===== src/rtl/pmod_cls_line_pkg.sv =====
// Shared constants and state encoding for the multi-line CLS command scheduler.
package pmod_cls_line_pkg;

    localparam logic [7:0] ESC    = 8'h1B;
    localparam logic [7:0] LBRK   = 8'h5B;
    localparam logic [7:0] CLR    = 8'h6A;
    localparam logic [7:0] SEMI   = 8'h3B;
    localparam logic [7:0] HOME   = 8'h48;
    localparam logic [7:0] ASCII0 = 8'h30;
    localparam logic [7:0] SPACE  = 8'h20;

    localparam int unsigned HDR_LEN = 6;
    localparam int unsigned CLR_LEN = 3;

    typedef enum logic [2:0] {
        ST_BOOT,
        ST_IDLE,
        ST_LOAD_CLR,
        ST_LOAD_LINE,
        ST_GO,
        ST_WAIT_BUSY,
        ST_WAIT_IDLE
    } t_cls_sched_state;

endpackage


===== src/rtl/pmod_cls_pending_arbiter.sv =====
// Lowest-set-bit finder over the pending line mask.
module pmod_cls_pending_arbiter
    import pmod_cls_line_pkg::*;
#(
    parameter int unsigned LINES = 2
) (
    input  logic [LINES-1:0] pend,
    output logic [3:0]       idx_c,
    output logic             valid_c
);

    // Descending scan so the lowest set index is the last one written.
    always_comb begin
        idx_c   = 4'hF;
        valid_c = 1'b0;
        for (int i = int'(LINES) - 1; i >= 0; i--) begin
            if (pend[i]) begin
                idx_c   = 4'(i);
                valid_c = 1'b1;
            end
        end
    end

endmodule


===== src/rtl/pmod_cls_line_scheduler.sv =====
// N-line CLS escape-sequence generator feeding the generic SPI engine's TX FIFO,
// with clear, masked line writes and changed-line auto-refresh.
module pmod_cls_line_scheduler
    import pmod_cls_line_pkg::*;
#(
    parameter int unsigned parm_fast_simulation = 0,
    parameter int unsigned FCLK                 = 20000000,
    parameter int unsigned FCLK_ce              = 2500000,
    parameter int unsigned parm_line_count      = 2,
    parameter int unsigned parm_line_chars      = 16,
    parameter int unsigned parm_tx_len_bits     = 11,
    parameter int unsigned parm_wait_cyc_bits   = 2,
    parameter int unsigned parm_rx_len_bits     = 11
) (
    input  logic                                           i_clk_20mhz,
    input  logic                                           i_rstn_20mhz,
    input  logic                                           i_ce_2_5mhz,
    output logic                                           o_go_stand,
    input  logic                                           i_spi_idle,
    output logic [parm_tx_len_bits-1:0]                    o_tx_len,
    output logic [parm_wait_cyc_bits-1:0]                  o_wait_cyc,
    output logic [parm_rx_len_bits-1:0]                    o_rx_len,
    output logic [7:0]                                     o_tx_data,
    output logic                                           o_tx_enqueue,
    input  logic                                           i_tx_ready,
    output logic                                           o_command_ready,
    input  logic                                           i_cmd_clear,
    input  logic [parm_line_count-1:0]                     i_cmd_wr_lines,
    input  logic                                           i_auto_refresh,
    input  logic [parm_line_count*parm_line_chars*8-1:0]   i_dat_ascii,
    output logic [3:0]                                     o_active_line
);

    localparam int unsigned LINES    = parm_line_count;
    localparam int unsigned CHARS    = parm_line_chars;
    localparam int unsigned LINE_LEN = HDR_LEN + CHARS;
    localparam int unsigned IDX_W    = $clog2(LINE_LEN + 1);
    localparam int unsigned CHAR_W   = (CHARS > 1) ? $clog2(CHARS) : 1;
    localparam int unsigned LSEL_W   = (LINES > 1) ? $clog2(LINES) : 1;
    // 100 ms of system clock expressed in CE pulses.
    localparam int unsigned BOOT_CE  = (parm_fast_simulation != 0) ? 16 :
                                       (FCLK / 10) / (FCLK / FCLK_ce);
    localparam int unsigned BOOT_W   = $clog2(BOOT_CE + 1);

    t_cls_sched_state state, state_nxt;

    logic [BOOT_W-1:0]           boot_cnt, boot_cnt_nxt;
    logic [IDX_W-1:0]            byte_idx, byte_idx_nxt;
    logic [3:0]                  cur_line, cur_line_nxt;
    logic                        serving_line, serving_line_nxt;
    logic [LINES-1:0]            pend, pend_nxt, diff;
    logic                        clr_pend, clr_pend_nxt;
    logic                        snap_load, lw_load, cmd_present;
    logic [CHARS-1:0][7:0]       live [LINES];
    logic [CHARS-1:0][7:0]       snap [LINES];
    logic [CHARS-1:0][7:0]       lw   [LINES];
    logic [3:0]                  arb_idx;
    logic                        arb_valid;
    logic                        go_nxt, enq_nxt, ready_nxt;
    logic [7:0]                  data_nxt, line_byte, clr_byte;
    logic [parm_tx_len_bits-1:0] tx_len_nxt;
    logic [3:0]                  active_nxt;
    logic [CHAR_W-1:0]           char_sel;
    logic [LSEL_W-1:0]           line_sel;

    pmod_cls_pending_arbiter #(.LINES(LINES)) u_arbiter (
        .pend    (pend),
        .idx_c   (arb_idx),
        .valid_c (arb_valid)
    );

    assign o_wait_cyc  = '0;
    assign o_rx_len    = '0;
    assign cmd_present = i_cmd_clear | (|i_cmd_wr_lines);
    assign line_sel    = cur_line[LSEL_W-1:0];
    assign char_sel    = CHAR_W'(CHARS - 1) - CHAR_W'(byte_idx - IDX_W'(HDR_LEN));

    // Unpack live text per line (char 0 in the MSB byte) and flag changed lines.
    always_comb begin
        diff = '0;
        for (int l = 0; l < int'(LINES); l++) begin
            live[l] = i_dat_ascii[l*CHARS*8 +: CHARS*8];
            diff[l] = (live[l] != lw[l]);
        end
    end

    always_comb begin
        line_byte = snap[line_sel][char_sel];
        case (byte_idx)
            IDX_W'(0): line_byte = ESC;
            IDX_W'(1): line_byte = LBRK;
            IDX_W'(2): line_byte = ASCII0 + 8'(cur_line);
            IDX_W'(3): line_byte = SEMI;
            IDX_W'(4): line_byte = ASCII0;
            IDX_W'(5): line_byte = HOME;
            default:   ;
        endcase
        clr_byte = (byte_idx == IDX_W'(0)) ? ESC :
                   (byte_idx == IDX_W'(1)) ? LBRK : CLR;
    end

    // Next-state and next-output logic; everything is committed on CE.
    always_comb begin
        state_nxt        = state;
        boot_cnt_nxt     = boot_cnt;
        byte_idx_nxt     = byte_idx;
        cur_line_nxt     = cur_line;
        serving_line_nxt = serving_line;
        pend_nxt         = pend;
        clr_pend_nxt     = clr_pend;
        snap_load        = 1'b0;
        lw_load          = 1'b0;
        go_nxt           = 1'b0;
        enq_nxt          = 1'b0;
        data_nxt         = o_tx_data;
        tx_len_nxt       = o_tx_len;
        active_nxt       = o_active_line;

        case (state)
            ST_BOOT: begin
                if (boot_cnt == BOOT_W'(BOOT_CE - 1)) state_nxt = ST_IDLE;
                else boot_cnt_nxt = boot_cnt + BOOT_W'(1);
            end
            ST_IDLE: begin
                active_nxt = 4'hF;
                if (clr_pend) begin
                    state_nxt        = ST_LOAD_CLR;
                    byte_idx_nxt     = '0;
                    serving_line_nxt = 1'b0;
                    tx_len_nxt       = parm_tx_len_bits'(CLR_LEN);
                end else if (arb_valid) begin
                    state_nxt        = ST_LOAD_LINE;
                    byte_idx_nxt     = '0;
                    serving_line_nxt = 1'b1;
                    cur_line_nxt     = arb_idx;
                    active_nxt       = arb_idx;
                    tx_len_nxt       = parm_tx_len_bits'(LINE_LEN);
                end else if (o_command_ready && cmd_present) begin
                    clr_pend_nxt = i_cmd_clear;
                    pend_nxt     = pend | i_cmd_wr_lines;
                    snap_load    = 1'b1;
                end else if (i_auto_refresh && (diff != '0)) begin
                    pend_nxt  = pend | diff;
                    snap_load = 1'b1;
                end
            end
            ST_LOAD_CLR: begin
                if (i_tx_ready) begin
                    enq_nxt  = 1'b1;
                    data_nxt = clr_byte;
                    if (byte_idx == IDX_W'(CLR_LEN - 1)) state_nxt = ST_GO;
                    else byte_idx_nxt = byte_idx + IDX_W'(1);
                end
            end
            ST_LOAD_LINE: begin
                if (i_tx_ready) begin
                    enq_nxt  = 1'b1;
                    data_nxt = line_byte;
                    if (byte_idx == IDX_W'(LINE_LEN - 1)) state_nxt = ST_GO;
                    else byte_idx_nxt = byte_idx + IDX_W'(1);
                end
            end
            ST_GO: begin
                go_nxt    = 1'b1;
                state_nxt = ST_WAIT_BUSY;
            end
            ST_WAIT_BUSY: begin
                if (!i_spi_idle) state_nxt = ST_WAIT_IDLE;
            end
            ST_WAIT_IDLE: begin
                if (i_spi_idle) begin
                    state_nxt = ST_IDLE;
                    if (serving_line) begin
                        pend_nxt = pend & ~(LINES'(1) << cur_line);
                        lw_load  = 1'b1;
                    end else begin
                        clr_pend_nxt = 1'b0;
                    end
                end
            end
            default: state_nxt = ST_BOOT;
        endcase

        // Ready only after a full CE period in idle with nothing queued.
        ready_nxt = (state == ST_IDLE) && (state_nxt == ST_IDLE) &&
                    (pend_nxt == '0) && !clr_pend_nxt && i_spi_idle;
    end

    always_ff @(posedge i_clk_20mhz) begin
        if (!i_rstn_20mhz) begin
            state           <= ST_BOOT;
            boot_cnt        <= '0;
            byte_idx        <= '0;
            cur_line        <= '0;
            serving_line    <= 1'b0;
            pend            <= '0;
            clr_pend        <= 1'b0;
            o_go_stand      <= 1'b0;
            o_tx_len        <= '0;
            o_tx_data       <= '0;
            o_tx_enqueue    <= 1'b0;
            o_command_ready <= 1'b0;
            o_active_line   <= 4'hF;
        end else if (i_ce_2_5mhz) begin
            state           <= state_nxt;
            boot_cnt        <= boot_cnt_nxt;
            byte_idx        <= byte_idx_nxt;
            cur_line        <= cur_line_nxt;
            serving_line    <= serving_line_nxt;
            pend            <= pend_nxt;
            clr_pend        <= clr_pend_nxt;
            o_go_stand      <= go_nxt;
            o_tx_len        <= tx_len_nxt;
            o_tx_data       <= data_nxt;
            o_tx_enqueue    <= enq_nxt;
            o_command_ready <= ready_nxt;
            o_active_line   <= active_nxt;
        end
    end

    // Snapshot of the commanded text and copy of what the display currently shows.
    always_ff @(posedge i_clk_20mhz) begin
        if (!i_rstn_20mhz) begin
            for (int l = 0; l < int'(LINES); l++) begin
                snap[l] <= {CHARS{SPACE}};
                lw[l]   <= {CHARS{SPACE}};
            end
        end else if (i_ce_2_5mhz) begin
            if (snap_load) begin
                for (int l = 0; l < int'(LINES); l++) snap[l] <= live[l];
            end
            if (lw_load) lw[line_sel] <= snap[line_sel];
        end
    end

endmodule


===== config.mk =====
export PLATFORM = sky130hd
export DESIGN_NAME = pmod_cls_line_scheduler
export DESIGN_NICKNAME = d
export VERILOG_FILES = /design/src/rtl/pmod_cls_line_pkg.sv /design/src/rtl/pmod_cls_pending_arbiter.sv /design/src/rtl/pmod_cls_line_scheduler.sv
export SDC_FILE = /design/constraint.sdc
export NUM_CORES = 1
export LEC_CHECK = 0
export CELL_PAD_IN_SITES_DETAIL_PLACEMENT = 2
export CELL_PAD_IN_SITES_GLOBAL_PLACEMENT = 2
export CORE_MARGIN = 8
export CORE_UTILIZATION = 30
export CTS_CLUSTER_DIAMETER = 200
export DETAILED_ROUTE_END_ITERATION = 6
export PLACE_DENSITY = 0.73
export REMOVE_ABC_BUFFERS = 1
export SLEW_MARGIN = 30
export SYNTH_ARGS = -nofsm -noshare
export SYNTH_HDL_FRONTEND = slang
export SYNTH_HIERARCHICAL = 1
export SYNTH_SLANG_ARGS = --single-unit
export TNS_END_PERCENT = 20

===== constraint.sdc =====
create_clock -name i_clk_20mhz -period 17.76 [get_ports i_clk_20mhz]
set_clock_uncertainty 0.2 [all_clocks]
set_input_delay 1.776 -clock i_clk_20mhz [delete_from_list [all_inputs] [get_ports i_clk_20mhz]]
set_output_delay 1.776 -clock i_clk_20mhz [all_outputs]
set_load 0.05 [all_outputs]

# ---- Word level (Yosys, flattened, before mapping)
# Memory sizes are Yosys's and may differ from the RTL's. A register that Yosys moved wholly into a read port is not among the register bits.
# Cells that the tools add are included.
dict set report totals {
  elab_cells 150
  ram_bits 512
  reg_bits 60
  n_memories 2
  in_bits 265
  out_inout_bits 39
}
# memory words width rd rd_clocked_by_memory_dff write_ports line_no
set mem_list {}
lappend mem_list {lw 2 128 2 0 2 pmod_cls_line_scheduler.sv:56} ;# logic [CHARS-1:0][7:0] lw [LINES];
lappend mem_list {snap 2 128 1 1 2 pmod_cls_line_scheduler.sv:55} ;# logic [CHARS-1:0][7:0] snap [LINES];
dict set report op_classes {
  n_mux 75
  shifts 1
  order_cmp 1
  reduce_logical 23
  n_eq_ne 21
  n_addsub 5
  bitwise 9
}
# cell count
set ops {}
lappend ops {{$mux W128} 3}
lappend ops {{$ne A128 B128 Y1} 2}
lappend ops {{$reduce_or A128 Y1} 1}
lappend ops {{$pmux W8 S6} 1}
lappend ops {{$mux W1} 33}
lappend ops {{$bmux W8 S4} 1}
lappend ops {{$mux W5} 6}
lappend ops {{$mux W3} 9}
lappend ops {{$mux W8} 3}
lappend ops {{$mux W11} 2}
lappend ops {{$pmux W3 S7} 1}
lappend ops {{$add A18 B1 Y18 const B} 1}
lappend ops {{$eq A18 B18 Y1 const B} 1}
lappend ops {{$mux W4} 4}
lappend ops {{$pmux W8 S2} 1}
lappend ops {{$pmux W5 S3} 1}
lappend ops {{$mux W2} 6}
lappend ops {{$eq A5 B2 Y1 const B} 2}
lappend ops {{$eq A5 B3 Y1 const B} 2}
lappend ops {{$eq A3 B3 Y1 const B} 3}
lappend ops {{$ne A2 B2 Y1 const B} 4}
lappend ops {{$reduce_and A4 Y1} 2}
lappend ops {{$add A6 B4 Y7 const A} 1}
lappend ops {{$mux W7} 1}
lappend ops {{29 further kinds} 44}

# ---- Logic depth before layout (Yosys ltp)
# Gate-level depths: netlist (run 1).
# An unclocked memory read counts as a cell.
dict set report logic_depth {
  word_depth 14
  depth_mapped 10
  ltp_nobuf 9
}

# ---- Modules after synthesis
# The synthesis (run 1) kept the hierarchy.
# module instances cells_per_inst area_per_inst_um2 seq_area_each_um2
set modules_own_cells {}
lappend modules_own_cells {pmod_cls_line_scheduler 1 2425 28838.9 16415.7}
lappend modules_own_cells {pmod_cls_pending_arbiter 1 5 28.8 0.0}

# ---- Worst setup path after synthesis (run 1)
# No wires, ideal clock.
dict set report synth_path {
  path_type {input-to-reg}
  start {input i_ce_2_5mhz}
  end {memory snap[0][0] (netlist name), enable pin}
  t_arrival_ps 14960
  slack_ps 1661
  setup_ps 939
  n_path_buf 3
  required_ps 16621
  cell_stages 6
  path_cell_list {clkbuf_1 nor3b_1 clkbuf_1 nand2_1 clkbuf_1 o211ai_1}
}
# element line_no
set synth_lines {}
lappend synth_lines {{start, declared} pmod_cls_line_scheduler.sv:17} ;# input logic i_ce_2_5mhz,
lappend synth_lines {{end, declared} pmod_cls_line_scheduler.sv:55}

==> results by group, run 1 <==
Status
  – Status: finished, final reports clean

STA
  – Setup Viol. Count Final: 0
  – Headroom to the max-slew limit: around 27%
  – Fin. Hold Viols: 0
  – Fmax: around 140 MHz
  – Max-slew violation count: 0
  – Period utilization: ~40%
  – Post-route minimum period: 7140 ps
  – Slew @ Worst Pin: 1093 ps
  – Unrepaired setup endpoints after global routing: no

Floorplan
  – Initial core utilization: a little under a third
  – Die width: 326.2 um
  – DIE HEIGHT: 326.2 um
  – Die area: 106,400 um^2
  – Io pins: 304
  – Core area: 95,150 um^2
  – # rows: 113

Clocking
  – Root Driver: clkbuf_16
  – Hold buffer count at cts: 0
  – CTS tree: done
  – Clock latency on the worst-skew pair: 630 ps
  – TritonCTS Buffers: 67
  – Clk sinks: ~560
  – CTS H-tree depth: 3
  – Maximum clock path buffer count: 3
  – Post-CTS setup buffers: 0
  – Post-CTS Resized: 0
  – Clock-pin slew on the worst setup and hold paths: 60 ps

Setup path
  – CP Launch Type: input port
  – Worst EP arrival: 7250 ps
  – CP Data Required Time: 17,870 ps
  – Worst-path maximum fanout: 97
  – CP most frequent cell: nand4_1
  – Worst-case reg-to-reg path depth: 9
  – CP Capture Type: register
  – Biggest cell delay along the critical path: 970 ps
  – Crit path cell chain: clkdlybuf4s50_1 > xnor2_1 > nand4_1 > nor4_1 > nand4_1 > or4_1 > o21ai_4 > buf_4 > buf_6 > a21oi_1
  – Crit Path Category: input port to register
  – Slowest-stage cell, CP: nor4_1

Power and ir drop
  – Final Total Pwr: around 3300 uW
  – Clk pwr share: a little over two fifths
  – VDD IR max: 62.49 uV
  – NetSw: 839.9 uW
  – Lkg Pwr: 0.01063 uW
  – Logic pwr share: 10.4%
  – Power per cell area: 93.49 nW/um^2
  – Reg power frac: 46.5%
  – Net Sw Frac: 25.75%
  – Pint: 2422 uW

Drt
  – Routed WL per cell: 31.67 um
  – Drt first pass iters: 6
  – Via count: 22,370
  – DR vias/cell: 5.697
  – DRC: 0
  – Drt initial violations: 2,083
  – Detail Route Antenna Nets: 0
  – Total Wirelength: ~120,000 um

Synthesis
  – Most frequent cells after synthesis: edfxtp_1 (512), nor2_1 (248), a21oi_1 (241), xnor2_1 (227), nand3_1 (186)
  – Sequential share of the synthesized area: a little under three fifths
  – Post-synthesis register bit count: 564
  – Post-synthesis cell type count: 63
  – Synth top area share: 53.26%
  – Top-count cell post-synth: edfxtp_1
  – Post-synth top area cell: edfxtp_1
  – Cells after Synth: 2,430
  – Asr flop ratio synth: 0%
  – Syn_area_per_cell: roughly 12 um^2
  – Top_reg_cell synth: edfxtp_1
  – Top cells by area, synth: edfxtp_1 (53%), xnor2_1 (6.9%), mux4_2 (5.7%)
  – Number of synthesized flops with an enable pin: 512
  – Synth warn: 6
  – Post-synthesis cell area: 28,870 um^2

GRT
  – GR Util met3: 4.453%
  – First-pass GRT wire length: 177,200 um
  – GR Layer Usage met2: 37.66%
  – GRT overflow: 0
  – Initial antenna violation count: 5
  – Vias in the first global route: about 24,000
  – GR Util met1: 28.62%
  – Aggregate global-route resource usage: between 20% and 30%
  – Global route hottest layer: met2
  – Pin count of the biggest net entering global routing: 155

Layout
  – Final Instance Count excl. Fillers: 3,927
  – Layout cells sized above 1: 8.537%
  – Nets: 2,882
  – Area delta synth->final: 20.86%
  – Fill cell count: 9,809
  – Final core utilization: 36.67%

Placed design
  – Half-perimeter wire length after placement: around 87,000 um
  – Number of I/O port buffers: 283
  – GPL Wtd Cong: slightly below 0.9
  – Placed Cells: approximately 3,800

Hold path
  – Worst Hold Depth: 1
  – HP Class: register to register

Flow run
  – Maxcap violations: 0
==> critical path: cells and delay by family <==
kind / cells / cell delay, ps
xor+xnor: 1 / 690
simple gates: 4 / 2360
buf+inv: 3 / 1840
compound gates: 2 / 390
==> path summary, 6_finish.rpt <==
kind                                  from                    endpoint  slack (ps)
setup / recovery          i_dat_ascii[149]  snap[0][113]$_SDFFCE_PN0P_       10620
hold / removal    o_tx_len[1]$_SDFFE_PN0P_    o_tx_len[1]$_SDFFE_PN0P_         290
setup reg to reg   lw[1][21]$_SDFFCE_PN1P_  snap[0][113]$_SDFFCE_PN0P_       11920
hold reg to reg   o_tx_len[1]$_SDFFE_PN0P_    o_tx_len[1]$_SDFFE_PN0P_         290
==> power groups by stage <==
stage	clock network [uW]	registers [uW]	logic [uW]
floorplan	0	1560	133
global placement	0	1540	329
detailed placement	0	1540	335
CTS	1430	1520	338
global route	1470	1520	351
finish	1410	1520	340
==> cell families (layout without fill, tap and decap cells) <==
logic type | count (synthesis) | count (layout) | share of synthesized area, %
other | 1 | 23 | 0.01299
adder cells (fa/ha/maj) | 6 | 6 | 0.2600
multiplexers | 226 | 226 | 11.01
AO/OA/AOI/OAI | 365 | 365 | 7.078
XOR/XNOR | 250 | 250 | 7.585
AND/OR/NAND/NOR | 767 | 767 | 13.23
buffers and inverters | 251 | 461 | 3.961
flip-flops | 564 | 564 | 56.87
==> routing by layer <==
metal	up-vias	wire, um
li1	9366	-
met1	11830	50150
met2	961	60230
met3	208	8814
met4	2	5170
met5	-	13
==> cells in the final DEF, fill, tap and decap left out, drive strengths merged, types with 5 or more instances in the layout <==
master	instances
mux4	73
or3	9
bufinv	5
and2	19
nor2	248
nor2b	22
nor3	10
ha	6
or2	6
o211ai	6
nor3b	28
clkinv	18
mux2i	151
nand2	75
nand4	115
clkdlybuf4s50	282
edfxtp	512
dfxtp	52
o21ai	53
xor2	23
nand2b	7
nand3	186
xnor2	227
inv	32
nor4	23
buf	34
o22ai	13
clkbuf	90
conb	20
a21oi	241
a22o	5
a21boi	10
and3	5
==> sequential cells by signal, indices dropped and copies added, names as in the netlist, 4 cells and up, named ones only <==
name / flops
byte_idx: 5
cur_line: 4
o_active_line: 4
o_tx_data: 8
snap: 256
boot_cnt: 18
lw: 256
==> per-stage QoR <==
step	hold slack [ps]	worst slack, ps	cell area, um^2	TNS [ps]
finish	290.6	10620	34890	0
CTS	304.1	10820	34870	0
global placement	264.0	10180	32710	0
global route	328.7	10730	34880	0
detailed placement	292.1	10270	32720	0
floorplan	259.8	-26070	27900	-6673520
==> layout make-up <==
cell class,count,area [um^2],share of cell area (%)
inverter,28,105.1,0.3012
clock buffer,90,1869,5.358
sequential,564,16420,47.06
tap,1265,1583,4.536
clock inverter,27,287.8,0.8248
timing repair buffer,316,3138,8.994
antenna,3,7.507,0.02152
multi-input combinational,1634,11480,32.90
Power figures use the tool's default switching activity.
==> run 2, diff against run 1 <==
==> constraint.sdc (replaced) <==
create_clock -name i_clk_20mhz -period 7.1 [get_ports i_clk_20mhz]
set_clock_uncertainty 0.2 [all_clocks]
set_input_delay 0.71 -clock i_clk_20mhz [delete_from_list [all_inputs] [get_ports i_clk_20mhz]]
set_output_delay 0.71 -clock i_clk_20mhz [all_outputs]
set_load 0.05 [all_outputs]
==> run 2 against run 1 <==
Clock power grew to 2.7 times the previous value; routed wire length rose by 0.77%; via count is 0.11% higher; highest routed layer unchanged; combinational power grew to 2.5 times the previous value; critical path depth is 1 lower.
==> results by group, run 2 (synthesized netlist as in run 1, its figures left out) <==
Clocking
  – CTS H-tree depth: 3 (unchanged)
  – TritonCTS Buffers: 69 (+3.0%)
  – Hold buffer count at cts: 0 (unchanged)
  – Post-CTS setup buffers: 0 (unchanged)
  – Clk sinks: 564 (unchanged)
  – Root Driver: clkbuf_16
  – Maximum clock path buffer count: 3 (unchanged)
  – CTS tree: done
  – Post-CTS Resized: 0 (unchanged)
  – Clock latency on the worst-skew pair: 620 ps (about the same)
  – Clock-pin slew on the worst setup and hold paths: 60 ps (about the same)

GRT
  – GRT overflow: 0 (unchanged)
  – GR Util met3: 4.271% (-0.18 points)
  – Pin count of the biggest net entering global routing: 166 (+7.1%)
  – Aggregate global-route resource usage: 22.66% (+0.20 points)
  – GR Layer Usage met2: 37.91% (+0.25 points)
  – Initial antenna violation count: 6 (+1)
  – First-pass GRT wire length: 178,600 um (+0.79%)
  – Global route hottest layer: met2
  – Vias in the first global route: 24,130 (-0.72%)
  – GR Util met1: 28.89% (+0.26 points)

Floorplan
  – Initial core utilization: 30.34% (unchanged)
  – Die width: 326.2 um (unchanged)
  – DIE HEIGHT: 326.2 um (unchanged)
  – # rows: 113 (unchanged)
  – Core area: 95,150 um^2 (unchanged)
  – Die area: 106,400 um^2 (unchanged)
  – Io pins: 304 (unchanged)

Drt
  – Via count: 22,400 (+0.11%)
  – Routed WL per cell: 31.85 um (+0.57%)
  – Detail Route Antenna Nets: 0 (unchanged)
  – Total Wirelength: 125,300 um (+0.77%)
  – DR vias/cell: 5.691 (about the same)
  – DRC: 0 (unchanged)
  – Drt initial violations: 2,141 (+2.8%)
  – Drt first pass iters: 5 (-1)

Layout
  – Area delta synth->final: 22.00%
  – Most common cell after layout, fill and taps aside: edfxtp_1
  – Top flop regs: lw (256), snap (256), boot_cnt (18)
  – Nets: 2,889 (+0.24%)
  – Layout cells sized above 1: 9.258% (+0.72 points)
  – Final core utilization: 37.01% (+0.34 points)
  – Most frequent cells in the layout: edfxtp_1 (512), clkdlybuf4s50_1 (282), nor2_1 (247)
  – Final Instance Count excl. Fillers: 3,935 (+0.20%)
  – Design area: 35,220 um^2 (+0.94%)

Placed design
  – Placed Cells: 3,812 (+0.13%)
  – Half-perimeter wire length after placement: 88,130 um (+1.7%)
  – GPL Wtd Cong: 0.8586 (-1.1%)
  – Number of I/O port buffers: 283 (unchanged)
  – Placed instance area: 32,860 um^2 (+0.44%)

Flow run
  – Maxcap violations: 0 (unchanged)

Setup path
  – Worst-path maximum fanout: 73 (-25%)
  – Worst EP arrival: 5080 ps (-2170 ps)
  – CP Data Required Time: 7200 ps (-10,670 ps)
  – CP Capture Type: register
  – Crit Path Category: input port to register
  – CP Launch Type: input port

STA
  – Setup Viol. Count Final: 0 (unchanged)
  – Setup TNS: 0 ps (unchanged)
  – Fmax: 200.5 MHz
  – Fin. Hold Viols: 0 (unchanged)
  – Max-slew violation count: 0 (unchanged)
  – Headroom to the max-slew limit: 27.73% (+0.62 points)
  – Period utilization: a little over two thirds
  – Slew @ Worst Pin: 1084 ps (-9.331 ps)
  – Post-route minimum period: 4988 ps
  – Unrepaired setup endpoints after global routing: no

Power and ir drop
  – Power per cell area: 238.7 nW/um^2 (+160%)
  – VDD IR max: 172.7 uV (+180%)
  – Lkg Pwr: 0.01078 uW (+1.4%)
  – Final Total Pwr: 8405 uW (+160%)

Hold path
  – HP Class: register to register

Status
  – Status: finished, final reports clean
-- run 2: cell count changes in the layout (fill, tap and decap cells not counted), sizes merged --
| cell | change |
|---|---|
| clkbuf | -9 |
| buf | +5 |
| bufinv | +5 |
| clkinv | +4 |
| clkinvlp | +3 |
| diode | -1 |
| inv | +1 |
-- run 2: metal layers --
layer  share of wire (%)  vias up
met5               0.018        -
met4                 4.3        4
met3                 6.9      209
met2                  49      952
met1                  40    11860
li1                    -     9366
-- run 2: report_power, final --
| part | switching [uW] | internal, uW |
|---|---|---|
| registers | 69.0 | 3720 |
| clock network | 1510 | 2240 |
| logic | 556 | 302 |
| total | 2130 | 6270 |
-- run 2: critical path, stage by stage --
cell and delay [ps]:
clkdlybuf4s50_1 470, xnor2_1 720, nand4_1 410, nor4_2 690, nand4_1 200, or4_1 680, o21ai_4 580, buf_12 380
a21oi_1 170
-- run 2: final timing paths --
kind	from	end	slack, ps	cells past startpoint
worst min-delay path	o_tx_len[1]$_SDFFE_PN0P_	o_tx_len[1]$_SDFFE_PN0P_	290	1
worst min register to register	o_tx_len[1]$_SDFFE_PN0P_	o_tx_len[1]$_SDFFE_PN0P_	290	1
worst max register to register	lw[1][21]$_SDFFCE_PN1P_	snap[0][0]$_SDFFCE_PN0P_	2290	8
worst max-delay path	i_dat_ascii[149]	snap[0][0]$_SDFFCE_PN0P_	2110	9
-- run 2: cell type report --
cell class	count	area, um^2
repair buffers	321	3256
flip-flops and latches	564	16420
multi-input cells	1634	11500
inverters	28	105.1
clock inverters	40	485.5
clock buffers	81	1859
well taps	1265	1583
fillers	9793	59940
diodes	2	5.005
-- run 2: stage by stage --
| step | worst slack [ps] | hold WS, ps |
|---|---|---|
| floorplan | -35660 | 259.8 |
| global placement | 1314 | 261.1 |
| detailed placement | 1478 | 282.6 |
| CTS | 2100 | 294.6 |
| global route | 2121 | 310.5 |
| finish | 2112 | 286.7 |
==> run 3, diff against run 2 <==
--- a/config.mk
+++ b/config.mk
@@ -11,7 +11,7 @@
 export CORE_UTILIZATION = 30
 export CTS_CLUSTER_DIAMETER = 200
 export DETAILED_ROUTE_END_ITERATION = 6
-export PLACE_DENSITY = 0.73
+export PLACE_DENSITY = 0.75
 export REMOVE_ABC_BUFFERS = 1
 export SLEW_MARGIN = 30
 export SYNTH_ARGS = -nofsm -noshare
==> constraint.sdc (replaced) <==
create_clock -name i_clk_20mhz -period 4.5 [get_ports i_clk_20mhz]
set_clock_uncertainty 0.2 [all_clocks]
set_input_delay 0.45 -clock i_clk_20mhz [delete_from_list [all_inputs] [get_ports i_clk_20mhz]]
set_output_delay 0.45 -clock i_clk_20mhz [all_outputs]
set_load 0.05 [all_outputs]
==> run 3 against run 2 <==
Critical path depth did not move; die area did not move; global-route usage rose by 0.31 points; setup slack got worse by 1900 ps; cell count rose by 1.3%; combinational power rose by 66%; critical path type is now register to register; largest power group unchanged.
==> results by group, run 3 (synthesized netlist as in run 1, its figures left out) <==
Status
  – Status: finished, final reports clean

Drt
  – Drt first pass iters: 5 (unchanged)
  – DR vias/cell: 5.741 (+0.88%)
  – Routed WL per cell: 31.88 um (about the same)
  – Total Wirelength: 127,100 um (+1.4%)
  – Drt initial violations: 2,550 (+19%)
  – DRC: 0 (unchanged)
  – Detail Route Antenna Nets: 0 (unchanged)
  – Via count: 22,890 (+2.2%)

Clocking
  – Clock latency on the worst-skew pair: 630 ps (about the same)
  – Root Driver: clkbuf_16
  – TritonCTS Buffers: 69 (unchanged)
  – Post-CTS setup buffers: 0 (unchanged)
  – CTS H-tree depth: 3 (unchanged)
  – Clock-pin slew on the worst setup and hold paths: 60 ps (about the same)
  – Maximum clock path buffer count: 3 (unchanged)
  – Clk sinks: 564 (unchanged)
  – CTS tree: done

Floorplan
  – Die width: 326.2 um (unchanged)
  – Die area: 106,400 um^2 (unchanged)
  – # rows: 113 (unchanged)
  – Core area: 95,150 um^2 (unchanged)
  – Io pins: 304 (unchanged)
  – DIE HEIGHT: 326.2 um (unchanged)
  – Initial core utilization: 30.34% (unchanged)

Setup path
  – CP Capture Type: register
  – Biggest cell delay along the critical path: 650 ps (-70 ps)
  – CP Data Required Time: 4600 ps (-2600 ps)
  – Worst EP arrival: 4400 ps (-680 ps)
  – Slowest-stage cell, CP: xnor2_1
  – Crit Path Category: register to register
  – Worst-path maximum fanout: 33 (-55%)
  – CP Launch Type: register
  – Crit path cell chain: xnor2_1 > nand4_1 > nor4_2 > nand4_1 > or4_1 > buf_4 > o21ai_4 > buf_4 > a21oi_1

GRT
  – Pin count of the biggest net entering global routing: 165 (-0.60%)
  – Vias in the first global route: 24,490 (+1.5%)
  – GRT overflow: 0 (unchanged)
  – Aggregate global-route resource usage: 22.97% (+0.31 points)
  – Initial antenna violation count: 7 (+1)
  – First-pass GRT wire length: 181,000 um (+1.3%)

STA
  – Unrepaired setup endpoints after global routing: no
  – Headroom to the max-slew limit: 30.65% (+2.9 points)
  – Max-slew violation count: 0 (unchanged)
  – Fin. Hold Viols: 0 (unchanged)
  – Setup TNS: 0 ps (unchanged)
  – Slew @ Worst Pin: 1040 ps (-43.87 ps)
  – Fmax: 232.6 MHz
  – Period utilization: 95.53%
  – Post-route minimum period: ~4300 ps
  – Setup Viol. Count Final: 0 (unchanged)

Placed design
  – Half-perimeter wire length after placement: 90,040 um (+2.2%)
  – GPL Wtd Cong: 0.8642 (+0.65%)
  – Number of I/O port buffers: 283 (unchanged)

Layout
  – Most frequent cells in the layout: edfxtp_1 (512), clkdlybuf4s50_1 (282), nor2_1 (247)
  – Layout cells sized above 1: 10.37% (+1.1 points)
  – Final core utilization: 37.49% (+0.47 points)
  – Most common cell after layout, fill and taps aside: edfxtp_1
  – Top flop regs: lw (256), snap (256), boot_cnt (18)
  – Area delta synth->final: 23.56%
  – Nets: 2,947 (+2.0%)

Flow run
  – Maxcap violations: 0 (unchanged)

Power and ir drop
  – VDD IR max: 275.8 uV (+60%)
  – Power per cell area: 358.7 nW/um^2 (+50%)
  – Lkg Pwr: 0.01103 uW (+2.3%)

Hold path
  – HP Class: register to register
==> run 3: report_power, final <==
group	switching [uW]	total, uW	internal (uW)	leakage (uW)
Sequential	113	5990	5870	0.00553
Clock	2350	5380	3030	0.00102
Combinational	888	1420	534	0.00447
Total	3350	12800	9440	0.0110
==> run 3: final timing paths <==
path,start,end,slack (ps),cells past startpoint
max,lw[1][21]$_SDFFCE_PN1P_,snap[1][52]$_SDFFCE_PN0P_,200,9
min,o_tx_len[1]$_SDFFE_PN0P_,o_tx_len[1]$_SDFFE_PN0P_,270,1
max reg2reg,lw[1][21]$_SDFFCE_PN1P_,snap[1][52]$_SDFFCE_PN0P_,200,9
min reg2reg,o_tx_len[1]$_SDFFE_PN0P_,o_tx_len[1]$_SDFFE_PN0P_,270,1
==> run 3: metrics by stage <==
| step | instances | total power, uW | hold slack [ps] | setup slack [ps] | cell area, um^2 |
|---|---|---|---|---|---|
| after floorplan | 2226 | 6671 | 259.8 | -38000 | 27900 |
| after global placement | 3868 | 7436 | 255.0 | -523.5 | 33530 |
| after detailed placement | 3868 | 7488 | 262.9 | -624.5 | 33530 |
| after CTS | 3984 | 12860 | 276.7 | 242.0 | 35640 |
| after global routing | 3986 | 13090 | 305.5 | 177.9 | 35670 |
| final | 3987 | 12790 | 268.4 | 201.1 | 35670 |
==> run 3: what timing repair did <==
item,4_1_cts,5_1_grt
resized for setup,1,0
hold buffers,1,0
endpoints found under the hold margin,16,0
endpoints found under the setup margin,17,0
==> run 3: final cells by class <==
cell class | count | area (um^2)
Antenna cell | 2 | 5.005
Sequential cell | 564 | 16420
Tap cell | 1265 | 1583
Multi-Input combinational cell | 1634 | 11480
Timing Repair Buffer | 379 | 3981
Fill cell | 9762 | 59480
Inverter | 28 | 105.1
Clock inverter | 27 | 242.7
Clock buffer | 88 | 1851
==> run 3: worst max-delay path: cells and delay by family, from the launching register on <==
kind,cells,cell delay (ps)
xor+xnor,1,650
buf+inv,2,580
compound gates,2,360
flops,1,380
simple gates,4,1770
==> run 3: metal layers <==
| metal | vias to the layer above | GRT usage, % | share of wire, % |
|---|---|---|---|
| li1 | 9494 | - | - |
| met3 | 224 | 4.083 | 7.5 |
| met5 | - | 0 | 0.054 |
| met4 | 10 | 9.128 | 4.5 |
| met2 | 1083 | 38.87 | 49 |
| met1 | 12080 | 29.01 | 39 |
==> variant 1, RTL diff (settings of run 2) <==
Change the parameter `parm_tx_len_bits` from 11 to 12.
--- a/src/rtl/pmod_cls_line_scheduler.sv
+++ b/src/rtl/pmod_cls_line_scheduler.sv
@@ -9,5 +9,5 @@
     parameter int unsigned parm_line_count      = 2,
     parameter int unsigned parm_line_chars      = 16,
-    parameter int unsigned parm_tx_len_bits     = 11,
+    parameter int unsigned parm_tx_len_bits     = 12,
     parameter int unsigned parm_wait_cyc_bits   = 2,
     parameter int unsigned parm_rx_len_bits     = 11
Interface: changed (resized o_tx_len); port bits go from 304 to 305. The function was not compared with the original's and may differ.
==> variant 1 against run 2 <==
- setup slack worse by 0.15 ns
- register-to-register slack worse by 0.17 ns
- sequential cell count stayed put
- synthesized area hardly changed
- power is 4.2% lower
- design area is 0.50% lower
- sequential share of layout area is 0.23 points higher
- non-clock buffer count is 3 higher
- count of clock-buffer cells in the layout is 14 higher
- wire length is 0.33% lower
- critical endpoint is now snap[0][68]$_SDFFCE_PN0P_
- largest cell class unchanged
- highest routed layer unchanged
==> variant 1: results (changes against run 2) <==
[clock_network]
clk_path_buf_depth=3  ; unchanged
clkLatencyLatePin_ns=0.64  ; was 0.62 ns
cts_setup_buffers=0  ; unchanged
numCtsBuffers=68  ; was 69
htree_levels=3  ; unchanged
clkTransAtPathRegs_ns=0.06  ; about the same

[power_and_ir_drop]
p_leak_nw=10.7  ; was 10.8 nW
ir_drop_mv=0.143  ; was 0.173 mV
power_switching_mw=2.14  ; was 2.13 mW

[hold_path]
hold_class=reg2reg  ; unchanged
min_delay_path_depth=1  ; unchanged
hold_path_startpoint=o_tx_len[1]$_SDFFE_PN0P_  ; unchanged

[logic_synthesis]
ys_warn_count=6  ; unchanged
synth-edff-count=512  ; unchanged
synth_top_cells_by_count=512 x edfxtp_1, 248 x nor2_1, 241 x a21oi_1  ; unchanged
ys_types=63  ; unchanged
yosysSeqAreaShare_pct=56.9  ; about the same
synthTopCellsByArea=edfxtp_1 53%, xnor2_1 6.9%, mux4_2 5.7%, mux2i_1 5.2%, a21oi_1 4.2%  ; unchanged

[routing]
routedWlPerCell_um=31.6  ; was 31.9 um
vias_per_cell=5.65  ; was 5.69
drtIter0Drc=2355  ; was 2141

[global_routing]
grt_pass1_vias=23900  ; was 24100
antenna_found_initial=3  ; was 6
grt_use_total_pct=22.6  ; was 22.7%
grt_pass1_wl_um=178000  ; was 179000 um
grt_max_degree=203  ; was 166

[worst_setup_path]
critPathLaunch=i_dat_ascii[149]  ; unchanged
worstReg2RegEnd=snap[0][68]$_SDFFCE_PN0P_  ; was snap[0][0]$_SDFFCE_PN0P_
cp_slowest_stage_delay_ns=0.70  ; was 0.72 ns
r2r_slack_ns=2.12  ; was 2.29 ns
arrival_ns=5.26  ; was 5.08 ns
slowest_stage=xnor2_1  ; unchanged
reg2reg_depth=10  ; was 8
cp_max_fo=108  ; was 73

[final_layout]
nets=2892  ; was 2889
top_regs=lw (256), snap (256), boot_cnt (18)  ; unchanged
layout-drive-gt1-share_pct=8.75  ; was 9.26%
antennaDiodeCount=0  ; was 2
nFillCells=9892  ; was 9793

[placed_design]
routabilityCongestion=0.865  ; was 0.859
place_hpwl_um=86800  ; was 88100 um
place_area_um2=32800  ; was 32900 um^2

[outcome]
status=completed  ; unchanged

[sta]
slew_headroom_pct=31.7  ; was 27.7%

-- variant 1: logic make-up (layout without fill, tap and decap cells) --
group | Yosys count | count (layout) | synth area share [%]
other cells | 1 | 21 | 0.0130
buf+inv | 252 | 475 | 3.99
fa+ha+maj | 6 | 6 | 0.260
mux | 226 | 226 | 11.0
flops | 564 | 564 | 56.9
simple gates | 767 | 767 | 13.2
xor+xnor | 250 | 250 | 7.58
compound gates | 365 | 365 | 7.08
-- variant 1: worst max-delay path by stage --
stage | endpoint | slack (ns) | depth (start not counted)
after floorplan | snap[0][0]$_SDFFCE_PN0P_ | -35.66 | 2
after global placement | snap[0][108]$_SDFFCE_PN0P_ | 1.36 | 9
after detailed placement | snap[1][122]$_SDFFCE_PN0P_ | 1.62 | 9
after CTS | snap[1][122]$_SDFFCE_PN0P_ | 2.30 | 9
after global routing | snap[0][95]$_SDFFCE_PN0P_ | 2.07 | 11
final | snap[0][68]$_SDFFCE_PN0P_ | 1.96 | 11
-- variant 1: power by group through the flow --
stage / sequential (mW) / combinational [mW] / clock (mW)
5_1_grt: 3.80 / 0.890 / 3.56
4_1_cts: 3.79 / 0.857 / 3.45
3_5_place_dp: 3.86 / 0.850 / 0
2_1_floorplan: 3.89 / 0.335 / 0
6_report: 3.79 / 0.864 / 3.40
3_3_place_gp: 3.85 / 0.835 / 0
-- variant 1: layout make-up --
cell class                      count  area (um^2)  share of cell area, %
Clock buffer                       95         1860                   5.32
Sequential cell                   564        16400                   46.9
Inverter                           28          105                  0.300
Multi-Input combinational cell   1635        11500                   32.8
Clock inverter                     28          236                  0.675
Timing Repair Buffer              324         3330                   9.50
Tap cell                         1276         1600                   4.56
-- variant 1: metrics by stage --
| stage | setup slack (ns) | cells | hold slack [ns] | util [%] |
|---|---|---|---|---|
| floorplan | -35.66 | 2227 | 0.260 | - |
| global placement | 1.36 | 3822 | 0.252 | 34.2 |
| detailed placement | 1.62 | 3823 | 0.268 | 34.2 |
| CTS | 2.30 | 3946 | 0.282 | 36.4 |
| global route | 2.07 | 3950 | 0.316 | 36.5 |
| finish | 1.96 | 3950 | 0.272 | 36.5 |
-- variant 1: layer usage --
layer	vias to the layer above	track usage, %	wire length (um)
li1	9375	-	-
met2	908	37.4	60200
met5	-	0	41
met1	11800	29.4	51100
met3	194	3.88	8130
met4	6	8.96	5540
-- variant 1: critical path, delay by kind of cell --
kind	cells	cell delay, ns
AOI/OAI and AO/OA	2	0.41
xor gates and xnor gates	1	0.70
buffers and inverters	4	1.28
and+or+nand+nor	4	1.90
==> variant 2, RTL diff (config.mk and constraints of run 2) <==
Made on the original files. Encoding of `t_cls_sched_state`: now one-hot (7 bits for 7 states).
--- a/src/rtl/pmod_cls_line_pkg.sv
+++ b/src/rtl/pmod_cls_line_pkg.sv
@@ -13,12 +13,12 @@
     localparam int unsigned CLR_LEN = 3;
 
-    typedef enum logic [2:0] {
-        ST_BOOT,
-        ST_IDLE,
-        ST_LOAD_CLR,
-        ST_LOAD_LINE,
-        ST_GO,
-        ST_WAIT_BUSY,
-        ST_WAIT_IDLE
+    typedef enum logic [6:0] {
+        ST_BOOT      = 7'b0000001,
+        ST_IDLE      = 7'b0000010,
+        ST_LOAD_CLR  = 7'b0000100,
+        ST_LOAD_LINE = 7'b0001000,
+        ST_GO        = 7'b0010000,
+        ST_WAIT_BUSY = 7'b0100000,
+        ST_WAIT_IDLE = 7'b1000000
     } t_cls_sched_state;
 
Function: no difference found for any inputs over 4 cycles, from zero or initial values and one cycle with i_rstn_20mhz low; so few cycles prove little.
==> variant 2 against run 2 <==
- sequential cell count rose by 4
- setup slack improved by 0.010 ns
- non-clock buffer count rose by 2
- power fell by 5.3%
- critical path type unchanged
- design area fell by 0.48%
- register-to-register slack improved by 0.04 ns
- synthesized area barely moved
- cell count rose by 1.2%
- combinational power fell by 16%
- wire length fell by 1.6%
==> variant 2: results (changes against run 2) <==
[outcome]
status=completed  ; unchanged

[worst_setup_path]
arrival_ns=5.11  ; was 5.08 ns
cp_max_fo=61  ; was 73

[global_routing]
antenna_found_initial=3  ; was 6
grt_use_total_pct=22.3  ; was 22.7%
grt_max_degree=163  ; was 166
grt_pass1_vias=24200  ; was 24100

[placed_design]
place_hpwl_um=85000  ; was 88100 um
dpl.cell_count=3860  ; was 3812
dp_slack_ns=1.66  ; was 1.48 ns
place_area_um2=32900  ; about the same

[routing]
drtIter0Drc=2186  ; was 2141

[final_layout]
layout-drive-gt1-share_pct=8.43  ; was 9.26%
fin_cells=3984  ; was 3935
multi_input_gates=1666  ; was 1634
seq_area_um2=16500  ; was 16400 um^2
n_all_buffers=323  ; was 321
n_all_inverters=27  ; was 28

[logic_synthesis]
synth_top_cells_by_count=512 x edfxtp_1, 273 x nor2_1, 256 x a21oi_1  ; was 512 x edfxtp_1, 248 x nor2_1, 241 x a21oi_1
ys_types=70  ; was 63
netlist_instances=2462  ; was 2430
synthTopCellsByArea=edfxtp_1 53%, xnor2_1 6.9%, mux4_2 5.8%, mux2i_1 4.8%, a21oi_1 4.4%  ; was edfxtp_1 53%, xnor2_1 6.9%, mux4_2 5.7%, mux2i_1 5.2%, a21oi_1 4.2%
yosysSeqAreaShare_pct=57.1  ; was 56.9%
ys_seq_elements=568  ; was 564
netlist_area_um2=28900  ; about the same

[power_and_ir_drop]
ir_drop_mv=0.135  ; was 0.173 mV
switching_share_pct=25.7  ; was 25.4%
power_switching_mw=2.04  ; was 2.13 mW

==> variant 2: cell types whose count changed after synthesis, sizes merged, moves of 13 or more <==
cell   change
nor3      +37
nand2     +20
buf       -13
nor2b     -13
nor2      +25
nand4     -50
nor3b     -27
and2      -13
mux2i     -13
nand3     +44
a21oi     +15
==> variant 2: worst max-delay path: stages <==
cell             delay, ns
clkdlybuf4s50_1       0.50
xnor2_1               0.53
nand4_1               0.31
nor4_1                0.87
nand4_1               0.24
or4_1                 0.68
o21ai_4               0.35
buf_4                 0.66
a21oi_1               0.19
==> variant 2: path summary, 6_finish.rpt <==
path	from	end	slack (ns)
setup reg to reg	lw[0][109]$_SDFFCE_PN1P_	snap[1][27]$_SDFFCE_PN0P_	2.33
setup / recovery	i_dat_ascii[109]	snap[1][27]$_SDFFCE_PN0P_	2.12
hold / removal	o_tx_data[5]$_SDFFE_PN0P_	o_tx_data[5]$_SDFFE_PN0P_	0.27
hold reg to reg	o_tx_data[5]$_SDFFE_PN0P_	o_tx_data[5]$_SDFFE_PN0P_	0.27
==> variant 2: layer usage <==
metal / share of wire, % / routed length, um / global-route usage [%]
met3: 6.4 / 7940 / 3.81
met2: 48 / 59800 / 37.6
met1: 42 / 51200 / 29.1
met4: 3.6 / 4390 / 7.12
met5: 0.011 / 13 / 0
==> variant 2: kinds of logic (layout without fill, tap and decap cells) <==
kind of cell	after synthesis	count (layout)	synth area share, %
xor gates and xnor gates	258	258	7.83
buffers and inverters	247	472	3.91
and+or+nand+nor	788	788	12.8
adders and majority gates	6	6	0.260
other	1	22	0.0130
AOI/OAI and AO/OA	382	382	7.47
DFF	568	568	57.1
muxes	212	212	10.6
